`config.mk`:
```
export PLATFORM = sky130hd
export DESIGN_NAME = fifo_wr_ctrl_flat
export DESIGN_NICKNAME = d
export VERILOG_FILES = /design/src/rtl/fifo_wr_ctrl_if.sv /design/src/rtl/fifo_wr_ctrl.sv /design/src/flat_wrapper.sv
export SDC_FILE = /design/constraint.sdc
export NUM_CORES = 1
export LEC_CHECK = 0
export ABC_AREA = 1
export CAP_MARGIN = 20
export CELL_PAD_IN_SITES_DETAIL_PLACEMENT = 2
export CELL_PAD_IN_SITES_GLOBAL_PLACEMENT = 2
export CORE_ASPECT_RATIO = 0.75
export CORE_MARGIN = 4
export CORE_UTILIZATION = 27
export CTS_CLUSTER_DIAMETER = 60
export DETAILED_ROUTE_END_ITERATION = 7
export PLACE_DENSITY_LB_ADDON = 0.1
export SYNTH_ARGS = -nofsm -noshare
export SYNTH_HDL_FRONTEND = slang
export SYNTH_SLANG_ARGS = --single-unit
```
`constraint.sdc`:
```
create_clock -name CLK -period 4.05 [get_ports CLK]
set_clock_uncertainty 0.2 [all_clocks]
set_input_delay 0.405 -clock CLK [delete_from_list [all_inputs] [get_ports CLK]]
set_output_delay 0.405 -clock CLK [all_outputs]
set_load 0.01 [all_outputs]
```
`src/rtl/fifo_wr_ctrl_if.sv`:
```
// Write-side bundle between the FIFO write controller and the producer/memory/read domain.
interface fifo_wr_ctrl_if #(
  parameter int ADDR_WIDTH = 3
);
  logic                  winc;
  logic                  clr_ovf;
  logic [ADDR_WIDTH:0]   rptr_gray_async;
  logic                  wclkEn;
  logic [ADDR_WIDTH-1:0] waddr;
  logic [ADDR_WIDTH:0]   wptr_gray;
  logic                  full;
  logic                  almost_full;
  logic [ADDR_WIDTH:0]   wlevel;
  logic                  overflow;

  modport master (
    output winc, clr_ovf, rptr_gray_async,
    input  wclkEn, waddr, wptr_gray, full, almost_full, wlevel, overflow
  );

  modport slave (
    input  winc, clr_ovf, rptr_gray_async,
    output wclkEn, waddr, wptr_gray, full, almost_full, wlevel, overflow
  );
endinterface

```
`src/rtl/fifo_wr_ctrl.sv`:
```
// FIFO write-side controller: write enable/address, binary and Gray write
// pointers, read-pointer synchroniser, and full/almost-full/level/overflow status.
module fifo_wr_ctrl #(
  parameter int ADDR_WIDTH   = 3,
  parameter int AFULL_THRESH = 6
) (
  input  logic           CLK,
  input  logic           RST,
  fifo_wr_ctrl_if.slave  wr
);

  localparam int PW = ADDR_WIDTH + 1;
  localparam logic [ADDR_WIDTH:0] AF_T = PW'(AFULL_THRESH);

  logic [ADDR_WIDTH:0] wbin;
  logic [ADDR_WIDTH:0] wgray;
  logic [ADDR_WIDTH:0] rq1;
  logic [ADDR_WIDTH:0] rq2;
  logic [ADDR_WIDTH:0] rbin_sync;
  logic [ADDR_WIDTH:0] wbin_next;
  logic [ADDR_WIDTH:0] wgray_next;
  logic [ADDR_WIDTH:0] full_cmp;
  logic [ADDR_WIDTH:0] level;
  logic                full_q;
  logic                ovf_q;
  logic                wen;

  // A write is dropped while full or in reset; the memory captures on the same edge.
  assign wen        = wr.winc & ~full_q & ~RST;
  assign wbin_next  = wbin + {{ADDR_WIDTH{1'b0}}, wen};
  assign wgray_next = wbin_next ^ (wbin_next >> 1);

  // Full when the write pointer is exactly one lap ahead: in Gray code that
  // means the top two bits differ and the rest match.
  assign full_cmp = {~rq2[ADDR_WIDTH:ADDR_WIDTH-1], rq2[ADDR_WIDTH-2:0]};

  // Gray-to-binary of the synchronised read pointer: bit i is the XOR of all bits at or above i.
  always_comb begin
    rbin_sync = '0;
    for (int i = 0; i <= ADDR_WIDTH; i++) begin
      rbin_sync[i] = ^(rq2 >> i);
    end
  end

  // Level lags real reads by the synchroniser, so it can only over-report occupancy.
  assign level = wbin - rbin_sync;

  assign wr.wclkEn      = wen;
  assign wr.waddr       = RST ? '0 : wbin[ADDR_WIDTH-1:0];
  assign wr.wptr_gray   = wgray;
  assign wr.full        = full_q;
  assign wr.wlevel      = RST ? '0 : level;
  assign wr.almost_full = RST ? 1'b0 : (level >= AF_T);
  assign wr.overflow    = ovf_q;

  // Two-flop synchroniser for the read pointer coming from the other clock domain.
  always_ff @(posedge CLK) begin
    if (RST) begin
      rq1 <= '0;
      rq2 <= '0;
    end else begin
      rq1 <= wr.rptr_gray_async;
      rq2 <= rq1;
    end
  end

  // Write pointers advance together; full is evaluated against the post-increment pointer.
  always_ff @(posedge CLK) begin
    if (RST) begin
      wbin   <= '0;
      wgray  <= '0;
      full_q <= 1'b0;
    end else begin
      wbin   <= wbin_next;
      wgray  <= wgray_next;
      full_q <= (wgray_next == full_cmp);
    end
  end

  // Sticky overflow; a write attempt while full outranks a same-cycle clear.
  always_ff @(posedge CLK) begin
    if (RST) begin
      ovf_q <= 1'b0;
    end else if (wr.winc & full_q) begin
      ovf_q <= 1'b1;
    end else if (wr.clr_ovf) begin
      ovf_q <= 1'b0;
    end
  end

endmodule
```
`src/flat_wrapper.sv`:
```
// flat-port wrapper written by rule: the top's interface ports become plain ports
module fifo_wr_ctrl_flat 
#(
  parameter int ADDR_WIDTH   = 3,
  parameter int AFULL_THRESH = 6
)
  (CLK, RST, wr_winc, wr_clr_ovf, wr_rptr_gray_async, wr_wclkEn, wr_waddr, wr_wptr_gray, wr_full, wr_almost_full, wr_wlevel, wr_overflow);
  fifo_wr_ctrl_if #(.ADDR_WIDTH(ADDR_WIDTH)) wr_i ();
  input  logic CLK;
  input  logic RST;
  input wire logic [$bits(wr_i.winc)-1:0] wr_winc;
  input wire logic [$bits(wr_i.clr_ovf)-1:0] wr_clr_ovf;
  input wire logic [$bits(wr_i.rptr_gray_async)-1:0] wr_rptr_gray_async;
  output wire logic [$bits(wr_i.wclkEn)-1:0] wr_wclkEn;
  output wire logic [$bits(wr_i.waddr)-1:0] wr_waddr;
  output wire logic [$bits(wr_i.wptr_gray)-1:0] wr_wptr_gray;
  output wire logic [$bits(wr_i.full)-1:0] wr_full;
  output wire logic [$bits(wr_i.almost_full)-1:0] wr_almost_full;
  output wire logic [$bits(wr_i.wlevel)-1:0] wr_wlevel;
  output wire logic [$bits(wr_i.overflow)-1:0] wr_overflow;
  assign wr_i.winc = wr_winc;
  assign wr_i.clr_ovf = wr_clr_ovf;
  assign wr_i.rptr_gray_async = wr_rptr_gray_async;
  assign wr_wclkEn = wr_i.wclkEn;
  assign wr_waddr = wr_i.waddr;
  assign wr_wptr_gray = wr_i.wptr_gray;
  assign wr_full = wr_i.full;
  assign wr_almost_full = wr_i.almost_full;
  assign wr_wlevel = wr_i.wlevel;
  assign wr_overflow = wr_i.overflow;
  fifo_wr_ctrl #(.ADDR_WIDTH(ADDR_WIDTH), .AFULL_THRESH(AFULL_THRESH)) u_core (.CLK(CLK), .RST(RST), .wr(wr_i));
endmodule
```
Word level (Yosys, flattened, before mapping)

Cells that the tools add are included.

Register bits after elaboration: 18
Bits of input ports: 8
Word-level logic and storage cells: 27
Output and inout port bits: 15

Reduce and logical (&&, ||, !) cells: 5
Multiplexer cells: 5
Add/sub/neg operators: 2
Eq/ne operators: 1
$lt $le $gt $ge: 1
Bitwise logic cells: 7

Operators by type and width:

| kind                                                              | number |
|---|---|
| parity 4 bit                                                      | 4 |
| adder 4 x 1 -> 4 bit                                              | 1 |
| == test 4 bit                                                     | 1 |
| greater-or-equal comparator 4 x 3 -> 1 bit, second input constant | 1 |
| 2-to-1 mux 4 bit                                                  | 1 |
| subtractor 4 bit                                                  | 1 |
| XOR 4 x 3 -> 4 bit                                                | 1 |
| bitwise AND 1 bit                                                 | 3 |
| 2-to-1 mux 1 bit                                                  | 3 |
| 2-to-1 mux 3 bit                                                  | 1 |
| NOT 1 bit                                                         | 2 |
| NOT 2 bit                                                         | 1 |
| nonzero test 2 bit                                                | 1 |

Longest topological paths before layout

Gate-level depths: netlist of run 1.

Word-level depth: 6
Gate-level depth with buffers: 13
Gate-level depth less buffers: 12

Least setup slack after synthesis of run 1

No wires, ideal clock.

Path kind: register to output
From: reg u_core.rq2[2]
To: out wr_almost_full
Stages on the path, launching flop included: 12
Setup slack: 1.581 ns
Data arrival time: 1.864 ns
Path buffers: 0
Required time: 3.445 ns
Cells stage by stage: dfxtp_1 -> inv_1 -> nand2_1 -> nand2_2 -> xor2_2 -> xor2_1 -> inv_1 -> ha_1 -> fa_1 -> xor2_1 -> nor3_1 -> a21o_1

Word-level cells in the longest chain between the ends: 4
Elaborated cells on any way between the ends: 6
Classes of those cells: add/sub: 1; order compare: 1; mux: 1; reduce/logical: 3

RTL lines:

| item                                           | RTL line           | text |
|---|---|---|
| from (decl)                                    | fifo_wr_ctrl.sv:18 | `logic [ADDR_WIDTH:0] rq2;` |
| from (signal assigned)                         | fifo_wr_ctrl.sv:63 | `rq2 <= rq1;` |
| parity 4 bit                                   | fifo_wr_ctrl.sv:41 | `rbin_sync[i] = ^(rq2 >> i);` |
| subtractor 4 bit (*)                           | fifo_wr_ctrl.sv:46 | `assign level = wbin - rbin_sync;` |
| greater-or-equal comparator 4 x 3 -> 1 bit (*) | fifo_wr_ctrl.sv:53 | `assign wr.almost_full = RST ? 1'b0 : (level >= AF_T);` |
| 2-to-1 mux 1 bit (*)                           | fifo_wr_ctrl.sv:53 |  |
| to (decl)                                      | flat_wrapper.sv:18 | `output wire logic [$bits(wr_i.almost_full)-1:0] wr_almost_full;` |

Every way passes the cells marked *; elsewhere a longest branch is shown, timed or not.

Final worst setup path of run 1

From: reg u_core.rq2[3]
To: out wr_almost_full

Same word-level chain as after synthesis.

==> impl_metrics.py, run 1 <==
metrics = {
    "run_status": {
        "status": "finished, final reports clean",
    },
    "synthesis": {
        "syn_nets": 144,
        "synth_adder_area_share_pct": 9.08,
        "synth_compound_area_share_pct": 4.40,
        "synthTopCellsByArea": "dfxtp_1 37%, nor2_1 10%, nand2_1 9.9%, inv_1 9.5%, ha_1 6.9%",
        "synthSimpleGateAreaFrac_pct": 33.6,
        "synth.avg_cell_area_sq_um": 7.00,
        "synth.area.mux_share_pct": 0,
        "ys_warn_count": 0,
        "ys_ff_latch": 17,
        "synthDominantCellAreaShare_pct": 37.4,
        "syn_area_sq_um": 910,
        "seq_area_frac_synth_pct": 37.4,
        "synth_top_family_by_area": "simple AND/OR/NAND/NOR gates",
        "ys_types": 20,
        "netlist_instances": 130,
        "synth_top_area_cell": "dfxtp_1",
        "synth-xor-area-share_pct": 3.71,
    },
    "global_routing": {
        "antenna_found_initial": 0,
        "grt_use_total_pct": 13.2,
        "grt_max_degree": 27,
        "gr-total-overflow": 0,
        "grt_pass1_wl_um": 4330,
        "grt_pass1_vias": 925,
    },
    "clock_network": {
        "cts_tree": "built",
        "cts_hold_buffers": 0,
        "htreeDepth": 1,
        "root_buffer": "clkbuf_8",
        "worstSkewPairLatency_ns": 0.26,
        "clock_sinks": 17,
        "cts_setup_buffers": 0,
        "cts_resized": 0,
        "clk_pin_slew_ns": 0.08,
        "cts_buffer_depth": 2,
        "numCtsBuffers": 3,
    },
    "critical_path": {
        "max_stage_delay_ns": 0.52,
        "cp_data_arrival_time_ns": 2.82,
        "crit_path_cell_trace": "inv_1 > nand2_1 > nand2_2 > xor2_2 > xor2_1 > inv_1 > ha_1 > fa_1 > xor2_1 > nor3_1 > a21o_1 > clkdlybuf4s50_1",
        "start_kind": "flip-flop",
        "worstPathRequired_ns": 3.44,
        "critPathMaxFanout": 3,
        "cp_slowest_cell": "clkdlybuf4s50_1",
        "worstSetupPathType": "reg2out",
        "end_kind": "primary output",
        "rrSetupSlack_ns": 1.92,
    },
    "pwr": {
        "vdd_drop_max_mv": 0.150,
        "power.leakage_nw": 0.561,
        "p_total_mw": 0.404,
        "p_per_area_mw_per_mm2": 334,
    },
    "cells_and_area": {
        "multi_input_area_sq_um": 462,
        "layout_common_cells": "25 x nor2_1, 24 x nand2_1, 23 x inv_1",
        "final_area_sq_mm": 0.00121,
        "final_common_cell": "nor2_1",
        "register_area_sq_um": 340,
        "stdcell_count": 191,
        "final_nets": 168,
        "diodes": 0,
        "fill_cells": 371,
        "drive_gt1_share_pct": 5.88,
        "areaGrowthSynthToFinish_pct": 32.9,
    },
    "route": {
        "viasPerCell": 4.57,
        "drc": 0,
        "drtAntennaViolNets": 0,
        "vias": 872,
        "wl_per_cell_um": 13.9,
        "drt-initial-drc-count": 14,
        "drt-total-wl_um": 2650,
        "dr.pass1.iters": 4,
    },
    "floorplanning": {
        "fp.dieW_um": 75.0,
        "io_pins": 23,
        "dieArea_sq_mm": 0.00437,
        "rows": 17,
        "fp.dieH_um": 58.3,
        "start_util_pct": 29.5,
        "coreArea_sq_mm": 0.00308,
    },
    "sta": {
        "tightest_slew_ns": 0.273,
        "hold_viol_final": 0,
        "rsz0062_at_grt": "false",
        "max_freq_mhz": 292,
        "finalSetupTns_ns": 0,
        "period_minus_slack_ns": 3.43,
        "setup_viol": 0,
        "report.final.slew_viol_count": 0,
        "maxSlewHeadroom_pct": 81.8,
        "min_period_over_period_pct": 84.6,
    },
    "placement": {
        "routabilityCongestion": 0.826,
        "hpwlAfterDp_um": 2180,
        "place_area_sq_mm": 0.00116,
        "place_inst": 187,
        "portBuffers": 22,
    },
    "worst_hold_path": {
        "hold_class": "reg2reg",
    },
    "job": {
        "timing.max_cap.violations": 0,
    },
}
==> critical path: cells and delay by family, from the launching register on <==
kind                       cells  cell delay [ns]
xor gates and xnor gates       3             0.54
AOI/OAI and AO/OA              1             0.10
buffers and inverters          3             0.65
DFF                            1             0.36
adders and majority gates      2             0.59
and+or+nand+nor                3             0.31
==> sequential cells by signal (all words and copies together) (netlist names) <==
register             cells
u_core.rq1               4
u_core.rq2               4
u_core.wr.wptr_gray      4
u_core.wbin              3
u_core.wr.full           1
u_core.wr.overflow       1
==> cell families after synthesis <==
logic type | Yosys count
simple gates | 70
buf+inv | 27
flops | 17
compound gates | 7
fa+ha+maj | 6
xor+xnor | 3
==> synth_stat cells, drive strengths merged <==
cell type and number:
nand2 28, xor2 3, nand4 1, clkbuf 1, nand3b 2, nor2 25
dfxtp 17, o21bai 1, nor3 1, fa 1, inv 23, nand3 11
nor3b 2, buf 3, ha 5, a21o 1, a21oi 5
==> layer usage <==
metal	track usage, %	vias up	wire [um]
met1	15.5	407	1210
met3	3.99	4	146
met2	23.1	21	1250
li1	-	440	-
met5	0	-	0
met4	3.55	0	40
==> through the flow <==
step	worst slack, ns	hold slack [ns]	utilization (%)
2_1_floorplan	1.58	0.188	-
3_3_place_gp	1.03	0.194	37.7
3_5_place_dp	0.895	0.203	37.7
5_1_grt	0.498	0.233	39.2
4_1_cts	0.594	0.209	39.2
6_report	0.622	0.199	39.2
==> report_power, final <==
part	internal [mW]	switching [mW]
Sequential	0.174	0.00409
Combinational	0.0470	0.0469
Clock	0.0699	0.0623
==> final cells by class <==
cell class / instances / share of cell area (%)
Inverter: 23 / 7.14
Clock buffer: 4 / 3.73
Multi-Input combinational cell: 86 / 38.2
Sequential cell: 17 / 28.2
Tap cell: 38 / 3.93
Timing Repair Buffer: 23 / 18.8
==> final timing paths <==
| path | to | cells after the start | from |
|---|---|---|---|
| min | u_core.rq2[3] | 2 | u_core.rq1[3] |
| min reg2reg | u_core.rq2[3] | 2 | u_core.rq1[3] |
| max | wr_almost_full | 12 | u_core.rq2[3] |
| max reg2reg | u_core.wr.full | 10 | u_core.wr.full |
Note: power is estimated with default switching activity, not from simulation.
==> run 2, diff against run 1 <==
- CORE_UTILIZATION: 27 -> 23
- clock period: 4.05 -> 3 ns (I/O delays scaled with it)
==> run 2 against run 1 <==
Sequential share of layout area decreased by 0.34 points. Non-clock buffer count rose by 1. Cell count grew 7.9%. Total power grew 33%. Worst hold slack better by 0.0062 ns. Clock-buffer cell count unchanged. Final area up 2.0%. Critical endpoint unchanged.
==> impl_metrics.py, run 2 (synthesis results as in run 1) <==
metrics = {
    "run_status": {
        "status": "finished, final reports clean",
    },
    "global_routing": {
        "grt_max_degree": 27,
        "gr-total-overflow": 0,
        "grt_pass1_wl_um": 4390,
        "grt_use_total_pct": 11.1,
        "grt_pass1_vias": 919,
        "antenna_found_initial": 0,
    },
    "route": {
        "drt-total-wl_um": 2630,
        "drc": 0,
        "dr.pass1.iters": 3,
        "vias": 872,
        "drt-initial-drc-count": 15,
        "viasPerCell": 4.23,
        "wl_per_cell_um": 12.8,
        "drtAntennaViolNets": 0,
    },
    "sta": {
        "setup_viol": 0,
        "hold_viol_final": 0,
        "rsz0062_at_grt": "false",
        "hold_ws_ns": 0.205,
        "period_minus_slack_ns": 2.81,
        "maxSlewHeadroom_pct": 81.8,
        "finalSetupTns_ns": 0,
        "report.final.slew_viol_count": 0,
        "tightest_slew_ns": 0.272,
        "max_freq_mhz": 356,
        "min_period_over_period_pct": 93.5,
    },
    "critical_path": {
        "crit_path_cell_trace": "inv_1 > nand2_1 > nand2_2 > xor2_2 > xor2_1 > inv_1 > ha_2 > fa_2 > xor2_1 > nor3_1 > a21o_1 > clkbuf_2",
        "end_kind": "primary output",
        "worstPathRequired_ns": 2.50,
        "max_stage_delay_ns": 0.34,
        "critPathMaxFanout": 3,
        "cp_slowest_cell": "fa_2",
        "worstSetupPathType": "reg2out",
        "start_kind": "flip-flop",
        "cp_data_arrival_time_ns": 2.31,
    },
    "cells_and_area": {
        "areaGrowthSynthToFinish_pct": 35.5,
        "final_common_cell": "nor2_1",
        "final_nets": 169,
        "layout_common_cells": "25 x nor2_1, 24 x nand2_1, 23 x inv_1",
        "multi_input_area_sq_um": 467,
        "fill_cells": 447,
        "diodes": 0,
        "register_area_sq_um": 343,
        "drive_gt1_share_pct": 9.74,
    },
    "pwr": {
        "vdd_drop_max_mv": 0.140,
        "power.leakage_nw": 0.572,
        "p_per_area_mw_per_mm2": 435,
    },
    "clock_network": {
        "root_buffer": "clkbuf_8",
        "worstSkewPairLatency_ns": 0.25,
        "cts_buffer_depth": 2,
        "cts_tree": "built",
        "numCtsBuffers": 3,
        "clk_pin_slew_ns": 0.07,
        "cts_hold_buffers": 0,
        "clock_sinks": 17,
        "htreeDepth": 1,
    },
    "floorplanning": {
        "io_pins": 23,
        "fp.dieH_um": 62.5,
        "coreArea_sq_mm": 0.00373,
        "start_util_pct": 24.4,
        "fp.dieW_um": 80.6,
        "dieArea_sq_mm": 0.00504,
        "rows": 19,
    },
    "worst_hold_path": {
        "hold_class": "reg2reg",
    },
    "placement": {
        "hpwlAfterDp_um": 2140,
        "portBuffers": 22,
        "routabilityCongestion": 0.731,
    },
    "job": {
        "timing.max_cap.violations": 0,
    },
}
## run 2: cell count changes in the layout (fill, tap and decap cells not counted), moves of 2 or more
cell	before	now
clkdlybuf4s50_1	22	18
dlygate4sd2_1	0	3
dfxtp_1	17	15
dfxtp_2	0	2
## run 2: final timing paths
path	depth (start not counted)	slack (ns)	start	endpoint
max	12	0.19	u_core.rq2[3]	wr_almost_full
max reg2reg	10	0.88	u_core.wr.full	u_core.wr.full
min reg2reg	2	0.21	u_core.rq1[3]	u_core.rq2[3]
min	2	0.21	u_core.rq1[3]	u_core.rq2[3]
## run 2: layout make-up
| cell class | instances | area share [%] |
|---|---|---|
| Clock buffer | 4 | 3.65 |
| Sequential cell | 17 | 27.8 |
| Timing Repair Buffer | 24 | 18.4 |
| Inverter | 23 | 7.01 |
| Tap cell | 52 | 5.28 |
| Multi-Input combinational cell | 86 | 37.9 |
## run 2: through the flow
stage	cell area (sq um)	utilization (%)	setup slack (ns)	cells	power, mW
after global placement	1180	31.6	0.0781	201	0.367
after global routing	1230	33.0	0.0219	206	0.571
final	1230	33.0	0.194	206	0.536
after floorplan	910	-	0.636	130	0.315
after CTS	1230	33.1	0.0317	206	0.547
after detailed placement	1180	31.6	-0.0606	201	0.374
## run 2: what timing repair did
item                       CTS  global route
pin swaps                    1             3
buffers inserted             1             0
gates resized for setup      7             3
setup endpoints to repair    4             1
## run 2: worst max-delay path, delay by kind of cell, from the launching register on
family / cells / cell delay (ns)
compound gates: 1 / 0.10
buf+inv: 3 / 0.26
xor+xnor: 3 / 0.49
flops: 1 / 0.33
fa+ha+maj: 2 / 0.52
simple gates: 3 / 0.35
## run 2: routing by layer
| metal | vias up | wire length [um] | global-route usage, % |
|---|---|---|---|
| li1 | 440 | - | - |
| met1 | 412 | 1250 | 13.7 |
| met2 | 16 | 1240 | 19.0 |
| met3 | 4 | 118 | 2.45 |
| met4 | 0 | 25 | 3.16 |
| met5 | - | 0 | 0 |
## run 2: report_power, final
| group | internal, mW | leakage, nW | switching (mW) | total (mW) |
|---|---|---|---|---|
| Sequential | 0.235 | 0.140 | 0.00515 | 0.240 |
| Clock | 0.0942 | 0.0228 | 0.0790 | 0.173 |
| Combinational | 0.0587 | 0.409 | 0.0643 | 0.123 |
| Total | 0.388 | 0.572 | 0.148 | 0.536 |
==> run 3, diff against run 2 <==
- CORE_UTILIZATION: 23 -> 24
- CTS_BUF_LIST: not set -> sky130_fd_sc_hd__clkbuf_2 sky130_fd_sc_hd__clkbuf_4 sky130_fd_sc_hd__clkbuf_8
==> run 3 against run 2 <==
Sequential share of layout area down 0.72 points. Fmax down 2.4%. First-iteration DRC count up 27%. Setup slack worse by 0.069 ns. Largest power group unchanged. Final area up 2.6%. Combinational power up 8%. Total power up 2.6%. Core utilization up 1.5 points. Sequential cell count unchanged. Global-route usage up 0.66 points. Critical path depth unchanged. Die area down 3.7%.
==> impl_metrics.py, run 3 (synthesis results as in run 1) <==
metrics = {
    "worst_hold_path": {
        "hold_class": "reg2reg",
        "hold_path_startpoint": "u_core.rq1[0]",
    },
    "critical_path": {
        "cp_slowest_cell": "fa_2",
        "critPathMaxFanout": 3,
        "cpLargestDelayFamily": "adder cells",
        "timing.rr.start": "u_core.wr.full",
        "end_kind": "primary output",
        "max_stage_delay_ns": 0.38,
        "startpoint": "u_core.rq2[2]",
        "worstSetupPathType": "reg2out",
        "rrSetupSlack_ns": 0.83,
        "worstPathRequired_ns": 2.50,
        "crit_path_cell_trace": "inv_1 > nand2_1 > nand2_2 > xor2_2 > xor2_1 > inv_1 > ha_2 > fa_2 > xor2_2 > nor3_2 > a21o_1 > clkdlybuf4s15_1",
        "start_kind": "flip-flop",
        "critPathBufInv": 3,
        "cp_data_arrival_time_ns": 2.37,
    },
    "pwr": {
        "vdd_drop_max_mv": 0.225,
        "combPwrFrac_pct": 24.2,
        "intPower_mw": 0.403,
        "pwr-share-clk_pct": 32.2,
        "p_total_mw": 0.550,
        "power.leakage_nw": 0.594,
        "p_per_area_mw_per_mm2": 435,
        "p_seq_share_pct": 43.7,
        "netSwitchingFraction_pct": 26.7,
        "switchingPower_mw": 0.147,
    },
    "placement": {
        "portBuffers": 22,
        "hpwlAfterDp_um": 2150,
        "routabilityCongestion": 0.782,
        "place_inst": 201,
    },
    "floorplanning": {
        "dieArea_sq_mm": 0.00485,
        "rows": 19,
        "coreArea_sq_mm": 0.00366,
        "io_pins": 23,
        "fp.dieH_um": 61.3,
        "fp.dieW_um": 79.1,
        "start_util_pct": 24.8,
    },
    "route": {
        "drt-initial-drc-count": 19,
        "drc": 0,
        "drtAntennaViolNets": 0,
        "dr.pass1.iters": 4,
        "drt-total-wl_um": 2630,
        "vias": 887,
        "viasPerCell": 4.29,
        "wl_per_cell_um": 12.7,
    },
    "cells_and_area": {
        "stdcell_count": 207,
        "final_nets": 170,
        "fill_cells": 452,
        "final_common_cell": "nor2_1",
        "areaGrowthSynthToFinish_pct": 39.1,
        "layout_common_cells": "25 x nor2_1, 24 x nand2_1, 23 x inv_1",
        "drive_gt1_share_pct": 11.6,
        "diodes": 0,
    },
    "clock_network": {
        "root_buffer": "clkbuf_8",
        "numCtsBuffers": 3,
        "clk_pin_slew_ns": 0.06,
        "cts_tree": "built",
        "cts_hold_buffers": 0,
        "worstSkewPairLatency_ns": 0.25,
        "cts_buffer_depth": 2,
        "clock_sinks": 17,
        "htreeDepth": 1,
    },
    "sta": {
        "hold_viol_final": 0,
        "min_period_over_period_pct": 95.8,
        "maxSlewHeadroom_pct": 80.8,
        "tightest_slew_ns": 0.287,
        "max_freq_mhz": 348,
        "setup_viol": 0,
        "report.final.slew_viol_count": 0,
        "period_minus_slack_ns": 2.87,
        "finalSetupTns_ns": 0,
    },
    "global_routing": {
        "grt_pass1_wl_um": 4310,
        "gr-usage-met2_pct": 22.4,
        "grt_max_degree": 27,
        "grt_pass1_vias": 942,
        "antenna_found_initial": 0,
        "grt.busiest_layer": "met2",
        "grt_util_met3_pct": 3.65,
        "grtUsageMet1_pct": 12.7,
        "gr-total-overflow": 0,
        "grt_use_total_pct": 11.7,
    },
    "job": {
        "timing.max_cap.violations": 0,
    },
    "run_status": {
        "status": "finished, final reports clean",
    },
}
[run 3: final timing paths]
path,endpoint,cells past startpoint
worst max-delay path,wr_almost_full,12
worst min-delay path,u_core.rq2[0],2
worst max register to register,u_core.wr.full,10
worst min register to register,u_core.rq2[0],2
[run 3: final cells by class]
type	count	area (sq um)	area share [%]
repair buffers	25	243	19.2
multi-input cells	86	479	37.9
flip-flops and latches	17	343	27.1
clock buffers	4	48.8	3.86
well taps	52	65.1	5.14
inverters	23	86.3	6.82
[run 3: worst register-to-register path: stages (launching register included)]
cell      delay (ns)
dfxtp_1         0.33
nor3b_1         0.28
ha_1            0.27
ha_1            0.32
inv_1           0.18
nand2_1         0.10
nand3_1         0.08
nand3b_1        0.08
nor2_1          0.11
nand2_1         0.06
nor2_1          0.10
[run 3: timing repair]
action	in CTS	in global routing
pin swaps	1	1
buffers inserted	1	1
resized for setup	4	7
setup endpoints to repair	4	2
[run 3: through the flow]
step                      hold WS [ns]  utilization [%]  worst slack, ns  instance area, sq um
after floorplan                  0.188                -            0.636                   910
after global placement           0.194             32.3           0.0810                  1180
after detailed placement         0.204             32.3          -0.0687                  1180
after CTS                        0.213             33.8           0.0103                  1240
after global routing             0.220             34.6          -0.0246                  1260
final                            0.208             34.6            0.126                  1260
[run 3: power groups by stage]
stage	combinational (mW)	sequential (mW)	clock [mW]
floorplan	0.0701	0.245	0
global placement	0.122	0.245	0
detailed placement	0.130	0.245	0
CTS	0.128	0.240	0.187
global route	0.147	0.241	0.196
finish	0.133	0.240	0.177
[run 3: metal layers]
layer	share of wire [%]	up-vias
met5	0	-
li1	-	442
met3	3.5	4
met1	43	427
met2	52	14
met4	1.0	0
